## src/rtl/mod_sequencer.sv

```systemverilog
// Mode/timing controller for the ASK/FSK/PSK modulation datapath: key debounce,
// symbol-aligned mode commits, PN bit latching and dual-port sine ROM addressing.
module mod_sequencer #(
  parameter int unsigned AW      = 8,
  parameter int unsigned SYM_LEN = 256,
  parameter int unsigned DEB_CYC = 1024,
  parameter int unsigned F0_STEP = 1,
  parameter int unsigned F1_STEP = 2,
  parameter int unsigned PSK_OFS = 128
) (
  input  logic          clk,
  input  logic          rst_n,
  input  logic [2:0]    key,
  input  logic          m,
  output logic [AW-1:0] addr_mod,
  output logic [AW-1:0] addr_ref,
  output logic [1:0]    mode,
  output logic          bit_q,
  output logic          sym_stb,
  output logic          mode_chg
);

  localparam int unsigned SW = (SYM_LEN > 1) ? $clog2(SYM_LEN) : 1;
  localparam int unsigned DW = $clog2(DEB_CYC + 1);

  localparam logic [SW-1:0] SYM_LAST = SW'(SYM_LEN - 1);
  localparam logic [DW-1:0] DEB_LAST = DW'(DEB_CYC - 1);
  localparam logic [DW-1:0] DEB_SAT  = DW'(DEB_CYC);
  localparam logic [AW-1:0] ONE      = AW'(1);
  localparam logic [AW-1:0] F0_V     = AW'(F0_STEP);
  localparam logic [AW-1:0] F1_V     = AW'(F1_STEP);
  localparam logic [AW-1:0] PSK_V    = AW'(PSK_OFS);

  typedef enum logic {
    RUN  = 1'b0,
    PEND = 1'b1
  } state_t;

  state_t          state;
  logic [2:0]      key_s1, key_s2, key_prev;
  logic [DW-1:0]   deb_cnt;
  logic            m_s1, m_s2;
  logic [SW-1:0]   sym_cnt;
  logic [1:0]      req_mode;
  logic            req_vld;
  logic [1:0]      req_code;
  logic [AW-1:0]   ref_nxt, mod_nxt;

  assign sym_stb  = (sym_cnt == SYM_LAST);
  assign mode_chg = (state == PEND) && sym_stb;

  // Synchronizers reset to "released" so reset never looks like a CW press.
  always_ff @(posedge clk or negedge rst_n) begin
    if (!rst_n) begin
      key_s1   <= '1;
      key_s2   <= '1;
      key_prev <= '1;
      deb_cnt  <= '0;
      m_s1     <= 1'b0;
      m_s2     <= 1'b0;
    end else begin
      key_s1   <= key;
      key_s2   <= key_s1;
      key_prev <= key_s2;
      m_s1     <= m;
      m_s2     <= m_s1;
      if (key_s2 != key_prev)
        deb_cnt <= '0;
      else if (deb_cnt != DEB_SAT)
        deb_cnt <= deb_cnt + DW'(1);
    end
  end

  // Saturating counter: the decode fires exactly once per stable pattern.
  always_comb begin
    req_vld  = 1'b0;
    req_code = 2'd0;
    if ((key_s2 == key_prev) && (deb_cnt == DEB_LAST)) begin
      case (key_prev)
        3'b110:  begin req_vld = 1'b1; req_code = 2'd1; end
        3'b101:  begin req_vld = 1'b1; req_code = 2'd2; end
        3'b011:  begin req_vld = 1'b1; req_code = 2'd3; end
        3'b000:  begin req_vld = 1'b1; req_code = 2'd0; end
        default: begin req_vld = 1'b0; req_code = 2'd0; end
      endcase
    end
  end

  always_ff @(posedge clk or negedge rst_n) begin
    if (!rst_n) begin
      sym_cnt  <= '0;
      bit_q    <= 1'b0;
      state    <= RUN;
      mode     <= 2'd0;
      req_mode <= 2'd0;
    end else begin
      sym_cnt <= sym_stb ? '0 : sym_cnt + SW'(1);
      if (sym_stb)
        bit_q <= m_s2;
      if (mode_chg) begin
        mode <= req_mode;
        // A request landing on the commit cycle is queued for the next boundary.
        if (req_vld && (req_code != req_mode)) begin
          state    <= PEND;
          req_mode <= req_code;
        end else begin
          state <= RUN;
        end
      end else if (req_vld) begin
        if (state == PEND) begin
          req_mode <= req_code;
        end else if (req_code != mode) begin
          state    <= PEND;
          req_mode <= req_code;
        end
      end
    end
  end

  always_comb begin
    ref_nxt = addr_ref + ONE;
    case (mode)
      2'd0:    mod_nxt = addr_mod + F0_V;
      2'd1:    mod_nxt = bit_q ? addr_mod + ONE : '0;
      2'd2:    mod_nxt = addr_mod + (bit_q ? F1_V : F0_V);
      default: mod_nxt = bit_q ? ref_nxt : ref_nxt + PSK_V;
    endcase
  end

  always_ff @(posedge clk or negedge rst_n) begin
    if (!rst_n) begin
      addr_ref <= '0;
      addr_mod <= '0;
    end else if (mode_chg) begin
      addr_ref <= '0;
      addr_mod <= '0;
    end else begin
      addr_ref <= ref_nxt;
      addr_mod <= mod_nxt;
    end
  end

endmodule

```

## config.mk

```make
export PLATFORM = sky130hd
export DESIGN_NAME = mod_sequencer
export DESIGN_NICKNAME = d
export VERILOG_FILES = /design/src/rtl/mod_sequencer.sv
export SDC_FILE = /design/constraint.sdc
export NUM_CORES = 1
export LEC_CHECK = 0
export ABC_AREA = 0
export CAP_MARGIN = 20
export CORE_AREA = 2 2 109 79
export DETAILED_ROUTE_END_ITERATION = 10
export DIE_AREA = 0 0 111 81
export GPL_TIMING_DRIVEN = 0
export SKIP_CTS_REPAIR_TIMING = 1
export SYNTH_ARGS = -nofsm -noshare
export SYNTH_HDL_FRONTEND = slang
export SYNTH_SLANG_ARGS = --single-unit
```

## constraint.sdc

```tcl
create_clock -name clk -period 2.4 [get_ports clk]
set_clock_uncertainty 0.05 [all_clocks]
set_input_delay 0.72 -clock clk [delete_from_list [all_inputs] [get_ports clk]]
set_output_delay 0.72 -clock clk [all_outputs]
set_load 0.02 [all_outputs]
```

==> results.cfg <==
[run_status]
outcome = complete, but fails checks
violations = negative setup slack

[cts]
clock_latency_ns = 0.29
clkTransAtPathRegs_ns = 0.07
htreeDepth = 2
root_buffer = clkbuf_16
clockBufferDepth = 2
cts_tree = built
clock-sinks = 52
cts-buffers-inserted = 5

[die]
dieArea_um2 = 8990
core_um2 = 8090
dieHeight_um = 81
row_count = 28
start_util_pct = 33.7
die_x_um = 111
pin_count = 27

[routing]
dr.pass1.iters = 4
vias = 2141
wl_per_cell_um = 13.8
drc = 0
first_iter_violations = 54
ant_nets = 0
routed_wl_um = 5890
vias_per_cell = 5.01

[critical_path]
cp_slowest_cell = dfrtp_1
critPathKind = reg -> out
critPathMaxStageDelay_ns = 0.43
crit_required_ns = 1.63
crit_path_cell_trace = ha_4 -> and4_1 -> buf_6 -> and2_4 -> buf_8 -> buf_8 -> buf_6
start_kind = flip-flop
arrival_ns = 1.82
crit_path_max_fanout = 10
cp-end-kind = output pin

[sta]
worst_slack_ns = -0.189
max_slew_margin_pct = 60.0
worst_pin_slew_ns = 0.600
slew_viol_final = 0
post-route-period-util_pct = 108
period_needed_ns = 2.59
grt_setup_unrepaired = true
fin_setup_tns_ns = -0.189
hold_viol_final = 0
fmax_ghz = 0.386
setup_violations = 1

[global_route]
grt_pass1_vias = 2027
grt_first_pass_wirelength_um = 9930
overflow = 0
grt_max_degree = 29
track_usage_pct = 13.8
antenna_found_initial = 0

[power]
p_int_mw = 1.31
p_leak_nw = 1.41
p_switching_uw = 371
p_seq_share_pct = 53.7
pwr-share-comb_pct = 4.2
pwr_density_cell_nw_per_um2 = 493
p_clk_share_pct = 42.2
peakVddDrop_uv = 339
sw_frac_of_total_pct = 22.1

[logic_synthesis]
ys_seq_area_share_pct = 48.1
synthDistinctLibCells = 44
yosysTopAreaCell = dfrtp_1
async_flop_share_pct = 100
synth.area.top_cells = dfrtp_1 39%, dfstp_2 8.7%, xor2_1 6.1%
synth_nets = 293
ys_warn_count = 0
yosysMostFrequentCell = dfrtp_1
ys_top_cells_by_count = 43 x dfrtp_1, 28 x nor2_1, 27 x nand2_1
yosysTopAreaCellShare_pct = 39.4
synth-edff-count = 0
synthCells = 278
syn_area_per_cell_um2 = 9.81
synth-seq-cells = 52
synthesis.area_um2 = 2730
synth_flop_cell = dfrtp_1

[finish]
nets = 336
layout-drive-gt1-share_pct = 13.7
antenna_cells = 0
area_growth_pct = 24.7
stdcell_count = 427

[placement]
dp_cells = 410
io_buffers = 26
hpwl_um = 4220
place_worst_setup_slack_ns = -0.885
gp_congestion = 0.780

[min_path]
hp-class = reg -> reg

[run]
maxCapViolCount = 0
==> path summary, 6_finish.rpt <==
| kind | slack, ns | depth (start not counted) | from | endpoint |
|---|---|---|---|---|
| setup reg to reg | 0.17 | 7 | deb_cnt[0]$_DFFE_PN0P_ | req_mode[0]$_DFFE_PN0P_ |
| min in group asynchronous | 0.38 | 1 | rst_n | deb_cnt[1]$_DFFE_PN0P_ |
| max in group asynchronous | 1.30 | 2 | rst_n | key_s2[1]$_DFF_PN1_ |
| setup / recovery | -0.19 | 7 | sym_cnt[1]$_DFF_PN0_ | mode_chg |
| hold reg to reg | 0.30 | 0 | m_s1$_DFF_PN0_ | m_s2$_DFF_PN0_ |
| hold / removal | 0.30 | 0 | m_s1$_DFF_PN0_ | m_s2$_DFF_PN0_ |
==> area by class of cell <==
| class | instances | area, um2 |
|---|---|---|
| Clock inverter | 3 | 21.3 |
| Multi-Input combinational cell | 204 | 1340 |
| Tap cell | 105 | 131 |
| Buffer | 13 | 87.6 |
| Sequential cell | 52 | 1310 |
| Fill cell | 785 | 4690 |
| Inverter | 9 | 33.8 |
| Timing Repair Buffer | 36 | 347 |
| Clock buffer | 5 | 125 |
==> critical path, delay by kind of cell, from the launching register on <==
family / cells / cell delay, ns
buffers and inverters: 4 / 0.54
flip-flops: 1 / 0.43
AND/OR/NAND/NOR: 2 / 0.35
adder cells (fa/ha/maj): 1 / 0.20
==> power groups by stage <==
stage | Clock [mW] | Combinational, mW | Sequential [mW]
3_3_place_gp | 0 | 0.0643 | 0.917
4_1_cts | 0.734 | 0.0686 | 0.901
3_5_place_dp | 0 | 0.0686 | 0.917
2_1_floorplan | 0 | 0.0315 | 0.916
6_report | 0.708 | 0.0697 | 0.901
5_1_grt | 0.765 | 0.0784 | 0.901
==> cells by family after synthesis <==
logic type | Yosys count | share of synthesized area [%]
AO/OA/AOI/OAI | 43 | 9.68
XOR/XNOR | 36 | 11.6
adder cells (fa/ha/maj) | 9 | 4.40
buffers and inverters | 22 | 3.44
flip-flops | 52 | 48.1
multiplexers | 6 | 2.84
AND/OR/NAND/NOR | 110 | 20.0
==> layout by cell type (no fill, tap or decap), types with 2 or more instances in the layout <==
cell type / netlist / routed
dfstp_2: 9 / 9
a21oi_1: 14 / 14
o211ai_1: 3 / 3
buf_4: 0 / 9
nand4_1: 4 / 4
nor3_1: 7 / 6
xor2_1: 19 / 19
nand3_1: 16 / 16
nor2_1: 28 / 28
nor4_1: 4 / 4
xnor2_1: 17 / 17
dfrtp_1: 43 / 43
o31ai_1: 2 / 2
a32oi_1: 3 / 3
ha_1: 8 / 7
and4_1: 3 / 2
clkbuf_1: 8 / 7
or3_1: 10 / 10
clkdlybuf4s50_1: 0 / 23
nand2_1: 27 / 27
a31oi_1: 2 / 2
o21ai_0: 12 / 12
buf_2: 3 / 2
mux2_2: 3 / 3
inv_1: 9 / 9
or4_1: 2 / 2
buf_8: 0 / 2
nor2b_1: 3 / 3
clkbuf_16: 0 / 5
buf_6: 1 / 3
==> registers in the layout (all words and copies together) (netlist names) <==
register and flops:
addr_mod 8, addr_ref 8, bit_q 1, deb_cnt 11, key_prev 3, key_s1 3, key_s2 3, m_s1 1
m_s2 1, mode 2, req_mode 2, state 1, sym_cnt 8
==> metrics by stage <==
step / power [mW] / cell area, um2 / util [%] / hold slack [ns]
finish: 1.68 / 3400 / 42.0 / 0.303
global route: 1.74 / 3400 / 42.0 / 0.306
CTS: 1.70 / 3280 / 40.6 / 0.305
detailed placement: 0.986 / 3140 / 38.7 / 0.290
global placement: 0.981 / 3120 / 38.6 / 0.288
floorplan: 0.947 / 2730 / - / 0.281
==> layer usage <==
metal  GRT usage (%)  wire [um]
met3            2.39        170
met5               0          0
met4            4.50         84
met2            20.8       2530
met1            20.3       3110
Power figures use the tool's default switching activity.
